`src/rtl/hazard_ctrl_seq_pkg.sv`:
```
// rtl/hazard_ctrl_seq_pkg.sv - opcodes, FSM encoding and source-register usage helpers
package hazard_ctrl_seq_pkg;

  localparam logic [6:0] OPCODE_RTYPE = 7'b0110011;
  localparam logic [6:0] OPCODE_ITYPE = 7'b0010011;
  localparam logic [6:0] OPCODE_ILOAD = 7'b0000011;
  localparam logic [6:0] OPCODE_IJALR = 7'b1100111;
  localparam logic [6:0] OPCODE_STYPE = 7'b0100011;
  localparam logic [6:0] OPCODE_BTYPE = 7'b1100011;

  typedef enum logic [1:0] {
    ST_IDLE   = 2'd0,
    ST_LSTALL = 2'd1,
    ST_BFLUSH = 2'd2
  } state_t;

  function automatic logic uses_rs1(input logic [6:0] op);
    return op inside {OPCODE_RTYPE, OPCODE_ITYPE, OPCODE_ILOAD,
                      OPCODE_IJALR, OPCODE_STYPE, OPCODE_BTYPE};
  endfunction

  function automatic logic uses_rs2(input logic [6:0] op);
    return op inside {OPCODE_RTYPE, OPCODE_STYPE, OPCODE_BTYPE};
  endfunction

endpackage

```
`src/rtl/hazard_ctrl_seq_md_scoreboard.sv`:
```
// rtl/hazard_ctrl_seq_md_scoreboard.sv - pending MUL/DIV destination scoreboard and busy flag
module md_scoreboard #(
  parameter int NUM_REGS = 32,
  parameter int REG_W    = $clog2(NUM_REGS)
) (
  input  logic                clk,
  input  logic                rst_n,
  input  logic                md_issue,
  input  logic [REG_W-1:0]    md_rd,
  input  logic                md_done,
  output logic [NUM_REGS-1:0] sb_vec,
  output logic                md_busy
);

  logic [REG_W-1:0]    inflight_rd;
  logic [NUM_REGS-1:0] sb_next;

  // Retire the in-flight op before marking the new one so a same-rd reissue stays set.
  always_comb begin
    sb_next = sb_vec;
    if (md_done) sb_next[inflight_rd] = 1'b0;
    if (md_issue && md_rd != '0) sb_next[md_rd] = 1'b1;
  end

  always_ff @(posedge clk) begin
    if (!rst_n) begin
      sb_vec      <= '0;
      md_busy     <= 1'b0;
      inflight_rd <= '0;
    end else begin
      sb_vec <= sb_next;
      if (md_issue) begin
        md_busy     <= 1'b1;
        inflight_rd <= md_rd;
      end else if (md_done) begin
        md_busy <= 1'b0;
      end
    end
  end

endmodule

```
`src/rtl/hazard_ctrl_seq.sv`:
```
// rtl/hazard_ctrl_seq.sv - pipeline hazard FSM: load-use, MD scoreboard, branch flush, squash, freeze
module hazard_ctrl_seq
  import hazard_ctrl_seq_pkg::*;
#(
  parameter int LOAD_STALL_CYCLES = 1,
  parameter int FLUSH_CYCLES      = 1,
  parameter int NUM_REGS          = 32,
  parameter int REG_W             = $clog2(NUM_REGS),
  parameter int CNT_W             = 32
) (
  input  logic             clk,
  input  logic             rst_n,
  input  logic [REG_W-1:0] id_rs1,
  input  logic [REG_W-1:0] id_rs2,
  input  logic [6:0]       opcode,
  input  logic             id_is_md,
  input  logic [REG_W-1:0] ex_rd,
  input  logic             ex_load_inst,
  input  logic             md_issue,
  input  logic [REG_W-1:0] md_rd,
  input  logic             md_done,
  input  logic             jump_branch_taken,
  input  logic             invalid_inst,
  input  logic             stall,
  input  logic             perf_clr,
  output logic             pc_en,
  output logic             if_id_pipeline_en,
  output logic             if_id_pipeline_flush,
  output logic             id_ex_pipeline_en,
  output logic             id_ex_pipeline_flush,
  output logic             load_stall,
  output logic             md_stall,
  output logic [CNT_W-1:0] stall_count,
  output logic [CNT_W-1:0] flush_count
);

  localparam logic [2:0] LOAD_RELOAD  = 3'(LOAD_STALL_CYCLES - 1);
  localparam logic [2:0] FLUSH_RELOAD = 3'(FLUSH_CYCLES - 1);

  state_t              state, state_next;
  logic [2:0]          cnt, cnt_next;
  logic                flush_evt;
  logic [NUM_REGS-1:0] sb_vec;
  logic                md_busy;
  logic                rs1_used, rs2_used, load_hit, md_hit;

  md_scoreboard #(.NUM_REGS(NUM_REGS), .REG_W(REG_W)) u_sb (
    .clk      (clk),
    .rst_n    (rst_n),
    .md_issue (md_issue),
    .md_rd    (md_rd),
    .md_done  (md_done),
    .sb_vec   (sb_vec),
    .md_busy  (md_busy)
  );

  assign rs1_used = uses_rs1(opcode) && (id_rs1 != '0);
  assign rs2_used = uses_rs2(opcode) && (id_rs2 != '0);
  assign load_hit = ex_load_inst && (ex_rd != '0) &&
                    ((rs1_used && ex_rd == id_rs1) || (rs2_used && ex_rd == id_rs2));
  assign md_hit   = (rs1_used && sb_vec[id_rs1]) || (rs2_used && sb_vec[id_rs2]) ||
                    (id_is_md && md_busy && !md_done);

  always_comb begin
    state_next           = state;
    cnt_next             = cnt;
    flush_evt            = 1'b0;
    pc_en                = 1'b1;
    if_id_pipeline_en    = 1'b1;
    if_id_pipeline_flush = 1'b0;
    id_ex_pipeline_en    = 1'b1;
    id_ex_pipeline_flush = 1'b0;
    load_stall           = 1'b0;
    md_stall             = 1'b0;

    if ((state == ST_BFLUSH) || jump_branch_taken) begin
      if_id_pipeline_en    = 1'b0;
      if_id_pipeline_flush = 1'b1;
      id_ex_pipeline_flush = 1'b1;
    end

    // A taken redirect wins from any state and restarts the flush window.
    if (jump_branch_taken) begin
      flush_evt = 1'b1;
      cnt_next  = FLUSH_RELOAD;
      state_next = (FLUSH_CYCLES > 1) ? ST_BFLUSH : ST_IDLE;
    end else begin
      case (state)
        ST_IDLE: begin
          if (load_hit || md_hit) begin
            pc_en                = 1'b0;
            if_id_pipeline_en    = 1'b0;
            id_ex_pipeline_flush = 1'b1;
            load_stall           = load_hit;
            md_stall             = !load_hit;
            if (load_hit && LOAD_STALL_CYCLES > 1) begin
              state_next = ST_LSTALL;
              cnt_next   = LOAD_RELOAD;
            end
          end else if (stall) begin
            pc_en             = 1'b0;
            if_id_pipeline_en = 1'b0;
            id_ex_pipeline_en = 1'b0;
          end else if (invalid_inst) begin
            id_ex_pipeline_flush = 1'b1;
            flush_evt            = 1'b1;
          end
        end
        ST_LSTALL: begin
          pc_en                = 1'b0;
          if_id_pipeline_en    = 1'b0;
          id_ex_pipeline_flush = 1'b1;
          load_stall           = 1'b1;
          if (!stall) begin
            cnt_next = cnt - 3'd1;
            if (cnt <= 3'd1) state_next = ST_IDLE;
          end
        end
        ST_BFLUSH: begin
          cnt_next = cnt - 3'd1;
          if (cnt <= 3'd1) state_next = ST_IDLE;
        end
        default: state_next = ST_IDLE;
      endcase
    end

    if (!rst_n) begin
      pc_en                = 1'b0;
      if_id_pipeline_en    = 1'b0;
      if_id_pipeline_flush = 1'b1;
      id_ex_pipeline_en    = 1'b0;
      id_ex_pipeline_flush = 1'b1;
      load_stall           = 1'b0;
      md_stall             = 1'b0;
      flush_evt            = 1'b0;
    end
  end

  always_ff @(posedge clk) begin
    if (!rst_n) begin
      state       <= ST_IDLE;
      cnt         <= 3'd0;
      stall_count <= '0;
      flush_count <= '0;
    end else begin
      state <= state_next;
      cnt   <= cnt_next;
      if (perf_clr) begin
        stall_count <= '0;
        flush_count <= '0;
      end else begin
        if (!pc_en && stall_count != '1) stall_count <= stall_count + CNT_W'(1);
        if (flush_evt && flush_count != '1) flush_count <= flush_count + CNT_W'(1);
      end
    end
  end

endmodule

```
`config.mk`:
```
export PLATFORM = sky130hd
export DESIGN_NAME = hazard_ctrl_seq
export DESIGN_NICKNAME = d
export VERILOG_FILES = /design/src/rtl/hazard_ctrl_seq_pkg.sv /design/src/rtl/hazard_ctrl_seq_md_scoreboard.sv /design/src/rtl/hazard_ctrl_seq.sv
export SDC_FILE = /design/constraint.sdc
export NUM_CORES = 1
export LEC_CHECK = 0
export CAP_MARGIN = 20
export CORE_MARGIN = 3
export CORE_UTILIZATION = 48
export DETAILED_ROUTE_END_ITERATION = 10
export GPL_ROUTABILITY_DRIVEN = 0
export GPL_TIMING_DRIVEN = 0
export PLACE_DENSITY = 0.85
export SETUP_SLACK_MARGIN = 0.15
export SLEW_MARGIN = 15
export SYNTH_ARGS = -nofsm -noshare
export SYNTH_HDL_FRONTEND = slang
export SYNTH_SLANG_ARGS = --single-unit
```
`constraint.sdc`:
```
create_clock -name clk -period 2.5 [get_ports clk]
set_input_delay 0.25 -clock clk [delete_from_list [all_inputs] [get_ports clk]]
set_output_delay 0.25 -clock clk [all_outputs]
set_load 0.05 [all_outputs]
```
==> out/qor.yml <==
critical_path:
  crit_start: "u_sb.sb_vec[31]$_SDFF_PN0_"
  path_delay_family: "simple AND/OR/NAND/NOR gates"
  startpoint_type: "register"
  worst_path_most_repeated_cell: "buf_6"
  cp.depth: 10
  crit_type: "register to register"
  max_stage_delay_ns: 0.51
  cp.arrival_ns: 2.99
  crit_fanout: 10
  worstPathCellList: "mux4_2 > nor2b_2 > nor3b_2 > a221oi_4 > buf_6 > buf_6 > a41oi_4 > buf_6 > or4_1 > a21oi_2"
  setup.worst_path.end_class: "register"
  critPathRequiredTime_ns: 2.79
  cpMaxStageDelayCell: "mux4_2"
  reg2reg_depth: 10
  path_buf_inv: 3
  worst_r2r_startpoint: "u_sb.sb_vec[31]$_SDFF_PN0_"
global_route:
  grt_max_degree: 17
  grt.overflow.total: 0
  grt_pass1_wl_um: 32700
  antenna_found_initial: 0
  grt_use_total: 0.279
  first_global_vias: 6371
sta:
  setup_violations: 46
  worst_hold_slack_ns: 0.364
  relSlewSlack: 0.301
  drv_slew: 0
  fmax_ghz: 0.370
  rsz0062_at_grt: "true"
  tightestPinTransition_ns: 1.05
  layout_setup_ws_ns: -0.202
  min_period_over_period: 1.08
  clock_skew_ns: 0.0141
  timing.final.hold_violations: 0
  finalCriticalPeriod_ns: 2.70
route:
  drt-vias-per-instance: 6.35
  wirelength_um: 21700
  ant_nets: 0
  drt-pass1-iter-count: 5
  drtIter0Drc: 670
  routedWlPerCell_um: 19.8
  num_vias: 6954
  drc: 0
die:
  die_h_um: 119
  core_um2: 12300
  dieArea_um2: 14200
  die_width_um: 119
  io_pins: 108
  row_count: 40
  floorplan.initialDensity: 0.502
clocking:
  cts_tree: "built"
  cts.clk_slew.worst_paths_ns: 0.08
  cts_sinks: 102
  ctsHoldBuffers: 0
  insertion_delay_ns: 0.36
  h-tree-depth: 3
  numCtsBuffers: 9
  root_buffer: "clkbuf_16"
  clock_path_buffers: 2
final_layout:
  fillers: 872
  drive_gt1_frac: 0.305
  instances_no_fill: 1095
  regArea_um2: 2160
  final_common_cell: "nand2_1"
  nNetsFinal: 961
  diodes: 0
  layout_common_cells: "97 x nand2_1, 74 x clkdlybuf4s50_1, 58 x a21oi_1"
  final_util: 0.736
  multiInputGateArea_um2: 4490
  areaGrowthSynthToFinish_pct: 46.7
power:
  power.leakage_uw: 0.00308
  power_density_nw_per_um2: 402
  peakVddDrop_v: 0.000283
job:
  maxCapViolCount: 0
logic_synthesis:
  synth_nets: 803
  syn_avg_cell_area_um2: 8.05
  synthFlopType: "dfxtp_1"
  netlist_instances: 764
  yosysUniqueCellTypes: 66
  ys_seq_area_frac: 0.332
  ys_ff_latch: 102
  yosysWarnings: 0
  synthArstFlopShare: 0
  synth_edf_count: 0
  syn_area_um2: 6150
worst_hold_path:
  min_path_type: "primary input to register"
  whs_path_depth: 3
  worstHoldStart: "md_rd[3]"
placement:
  placed_cells: 1031
  port_buffers: 99
  dp_hpwl_um: 13300
outcome:
  violations: "negative setup slack"
  outcome: "finished with violations"
timing repair:
item | CTS | global route
endpoints found under the hold margin | 0 | 0
setup endpoints to repair | 71 | 69
cloned | 6 | 0
pin swaps | 58 | 64
setup buffers | 21 | 21
resized for setup | 176 | 106
sequential cells by signal, summed over array words and instances, names as in the netlist:
register	count
u_sb.md_busy	1
flush_count	32
u_sb.sb_vec	32
u_sb.inflight_rd	5
stall_count	32
worst min-delay path, stage by stage:
cell and delay [ns]:
clkbuf_1 0.19, mux2i_1 0.18, nor2_1 0.05
power by group:
part	total (uW)	internal, uW	switching (uW)
Combinational	572	240	332
Sequential	1640	1620	12.2
Clock	1420	776	639
Total	3620	2640	984
cells by family (layout without fill, tap and decap cells):
group / after synthesis / in the layout / share of synthesized area
AND/OR/NAND/NOR: 340 / 340 / 0.304
AO/OA/AOI/OAI: 191 / 191 / 0.199
flip-flops: 102 / 102 / 0.332
buffers and inverters: 69 / 232 / 0.0529
multiplexers: 51 / 51 / 0.0952
XOR/XNOR: 9 / 9 / 0.0128
adder cells (fa/ha/maj): 2 / 2 / 0.00407
per-stage QoR:
step	power [uW]	instance area (um2)	setup TNS (ns)	worst slack, ns
after global placement	2100	7620	-43.13	-1.18
final	3620	9020	-4.06	-0.202
after CTS	3560	8490	-1.92	-0.130
after floorplan	1950	6420	0	0.0128
after global routing	3720	9020	-7.28	-0.235
after detailed placement	2110	7620	-44.47	-1.19
cell usage after synthesis (all sizes together) (5+ instances only):
cell / n / area (um2)
a21oi: 72 / 360
and3: 12 / 75.1
and3b: 5 / 43.8
and4: 8 / 70.1
buf: 16 / 124
clkbuf: 39 / 149
dfxtp: 102 / 2040
inv: 14 / 52.6
mux2: 7 / 78.8
mux2i: 39 / 390
mux4: 5 / 116
nand2: 100 / 378
nand3: 37 / 185
nand3b: 6 / 45.0
nand4: 19 / 119
nor2: 31 / 116
nor2b: 8 / 50.1
nor3: 10 / 50.1
nor3b: 8 / 60.1
nor4: 5 / 37.5
o2111ai: 5 / 43.8
o211ai: 14 / 105
o21ai: 57 / 285
o31ai: 18 / 135
or3: 47 / 294
or4: 26 / 195
xnor2: 9 / 78.8
worst paths after layout:
path	end	slack, ns
max	flush_count[16]$_SDFFE_PP0P_	-0.20
min	u_sb.inflight_rd[3]$_SDFFE_PN0P_	0.36
max reg2reg	flush_count[16]$_SDFFE_PP0P_	-0.20
min reg2reg	u_sb.sb_vec[0]$_SDFF_PN0_	0.47
cell type report:
cell class / instances / share of cell area
Multi-Input combinational cell: 593 / 0.497
Sequential cell: 102 / 0.239
Timing Repair Buffer: 147 / 0.158
Buffer: 55 / 0.0445
Clock buffer: 10 / 0.0254
Tap cell: 168 / 0.0233
Clock inverter: 6 / 0.00680
Inverter: 14 / 0.00583
layer usage:
layer	vias to the layer above	routed length (um)	global-route usage
li1	3194	-	-
met1	3268	8860	0.370
met2	428	10300	0.443
met3	64	1890	0.0527
met4	0	683	0.117
met5	-	0	0
(Power assumes the default switching activity.)
==> edit, RTL diff (same flow settings) <==
Reset style: asynchronous (`rst_n`), changed in 2 clocked blocks.
--- a/src/rtl/hazard_ctrl_seq_md_scoreboard.sv
+++ b/src/rtl/hazard_ctrl_seq_md_scoreboard.sv
@@ -22,7 +22,7 @@
     if (md_issue && md_rd != '0) sb_next[md_rd] = 1'b1;
   end
 
-  always_ff @(posedge clk) begin
+  always_ff @(posedge clk or negedge rst_n) begin
     if (!rst_n) begin
       sb_vec      <= '0;
       md_busy     <= 1'b0;
--- a/src/rtl/hazard_ctrl_seq.sv
+++ b/src/rtl/hazard_ctrl_seq.sv
@@ -136,7 +136,7 @@
     end
   end
 
-  always_ff @(posedge clk) begin
+  always_ff @(posedge clk or negedge rst_n) begin
     if (!rst_n) begin
       state       <= ST_IDLE;
       cnt         <= 3'd0;
Behaviour: differs if rst_n is asserted again (counterexample within 4 cycles, from zero or initial values and one cycle with rst_n low); with rst_n held inactive, the same outputs for 4 cycles.
==> edit against the original RTL <==
  * Clock skew decreased by 8.6 ps
  * Worst setup slack worse by 370 ps
  * Sequential share of layout area up 5.3 points
  * The run ends with hold timing, setup timing left
  * Total power increased by 33%
  * Sequential cell count did not move
  * Wire length increased by 6.3%
  * Area after synthesis fell by 5.5%
  * Critical path type unchanged
  * Worst hold slack got worse by 480 ps
  * Cell area shrank 2.4%
  * Die area decreased by 5.3%
==> edit: results (changes against the original RTL) <==
outcome:
  outcome: "finished, violations left"  # unchanged
  failed_checks: "hold timing, setup timing"  # was setup timing
cells_and_area:
  fillCellCount: 676  # was 872
  nets: 801  # was 961
  instances_no_fill: 911  # was 1095
  drive_gt1_frac: 0.296  # was 0.305
synth:
  ys_top_cells_by_count: "102 x dfrtp_1, 63 x o21ai_0, 62 x nor2_1, 35 x nand2_1, 33 x nand3_1"  # was 102 x dfxtp_1, 99 x nand2_1, 72 x a21oi_1, 57 x o21ai_0, 47 x or3_1
  async_flop_share: 1.00  # was 0
  syn-num-nets: 640  # was 803
  yosysSeqAreaShare: 0.439  # was 0.332
  synthTopCellsByArea: "dfrtp_1 44%, o21ai_0 5.4%, mux4_2 5.4%, xnor2_1 4.8%, xor2_1 4.4%"  # was dfxtp_1 33%, mux2i_1 6.3%, nand2_1 6.0%, a21oi_1 5.9%, or3_1 4.8%
  synth_cell_types: 55  # was 66
sta:
  timing.final.ws_setup_ps: -571  # was -202 ps
  tns_ps: -25060  # was -4060 ps
  slew-limit-headroom: 0.376  # was 0.301
  skew_ps: 5.53  # was 14.1 ps
  finalHoldViolations: 83  # was 0
  whs_ps: -115  # was 364 ps
  setup_viol: 69  # was 46
setup_path:
  slowest_stage: "mux4_2"  # unchanged
  crit_fanout: 5  # was 10
  crit_arrival_ps: 3350  # was 2990 ps
placed_design:
  hpwl_um: 11800  # was 13300 um
  dp_worst_setup_slack_ps: -1190  # about the same
detailed_routing:
  wl_per_cell_um: 25.3  # was 19.8 um
  first_pass_iters: 9  # was 5
  first_iter_violations: 1172  # was 670
grt:
  grt_pass1_vias: 5995  # was 6371
  grt_max_degree: 89  # was 17
  antenna_found_initial: 1  # was 0
  grtUsageTotal: 0.313  # was 0.279
  grt_pass1_wl_um: 32300  # was 32700 um
clocking:
  cts_hold_buf: 1  # was 0
  htree_levels: 3  # unchanged
power_and_ir_drop:
  ir_worst_vdd_mv: 0.672  # was 0.283 mV
  p_leak_nw: 3.44  # was 3.08 nW
edit: cells by family (layout without fill, tap and decap cells):
| group | after synthesis | in the layout | share of synthesized area |
|---|---|---|---|
| flops | 102 | 102 | 0.439 |
| mux | 31 | 31 | 0.0849 |
| compound gates | 96 | 96 | 0.0967 |
| simple gates | 269 | 269 | 0.252 |
| xor+xnor | 61 | 61 | 0.0920 |
| other cells | 0 | 1 | 0 |
| buf+inv | 40 | 206 | 0.0306 |
| fa+ha+maj | 2 | 2 | 0.00431 |
edit: metal layers:
metal | vias up | track usage | share of wire
met5 | - | 0 | 0
met4 | 0 | 0.180 | 0.077
met3 | 191 | 0.0554 | 0.098
met2 | 543 | 0.529 | 0.48
met1 | 3019 | 0.376 | 0.35
li1 | 2516 | - | -
edit: area by class of cell:
class	instances	area, sq um	area share
well taps	143	179	0.0203
plain buffers	32	320	0.0364
diodes	1	2.50	0.000284
flip-flops and latches	102	2570	0.292
multi-input cells	459	3760	0.428
repair buffers	150	1550	0.176
inverters	8	33.8	0.00384
clock buffers	10	239	0.0271
clock inverters	6	138	0.0156
edit: power by group:
group          switching, mW  leakage, nW  internal (mW)  total (mW)
combinational          0.543         1.93          0.459        1.00
sequential             0.186         1.33           1.82        2.00
clock                  0.707        0.184           1.12        1.82
edit: critical path: cells and delay by family (launching register included):
kind | cells | cell delay (ps)
AO/OA/AOI/OAI | 3 | 560
buffers and inverters | 2 | 390
flip-flops | 1 | 410
multiplexers | 2 | 780
AND/OR/NAND/NOR | 4 | 840
edit: final timing paths:
check / slack, ps / to / startpoint / cells past startpoint
setup / recovery: -570 / flush_count[21] / u_sb.sb_vec[7] / 11
hold / removal: -110 / stall_count[20] / rst_n / 2
setup reg to reg: -570 / flush_count[21] / u_sb.sb_vec[7] / 11
hold reg to reg: 540 / u_sb.md_busy / u_sb.md_busy / 2
max in group asynchronous: 1400 / stall_count[4] / rst_n / 2
min in group clk: 320 / u_sb.sb_vec[23] / md_rd[4] / 3
edit: what timing repair did:
item,in CTS,in global routing
hold endpoints to repair,19,83
pin swaps,66,30
buffers inserted,30,13
resized for setup,153,34
endpoints found under the setup margin,70,70
gates cloned,5,0
edit: per-stage QoR:
step | instance area [sq um] | hold slack, ps
4_1_cts | 8560 | -81.8
5_1_grt | 8800 | -64.9
3_3_place_gp | 7290 | 500
6_report | 8800 | -115
3_5_place_dp | 7320 | 106
2_1_floorplan | 6110 | -45.6
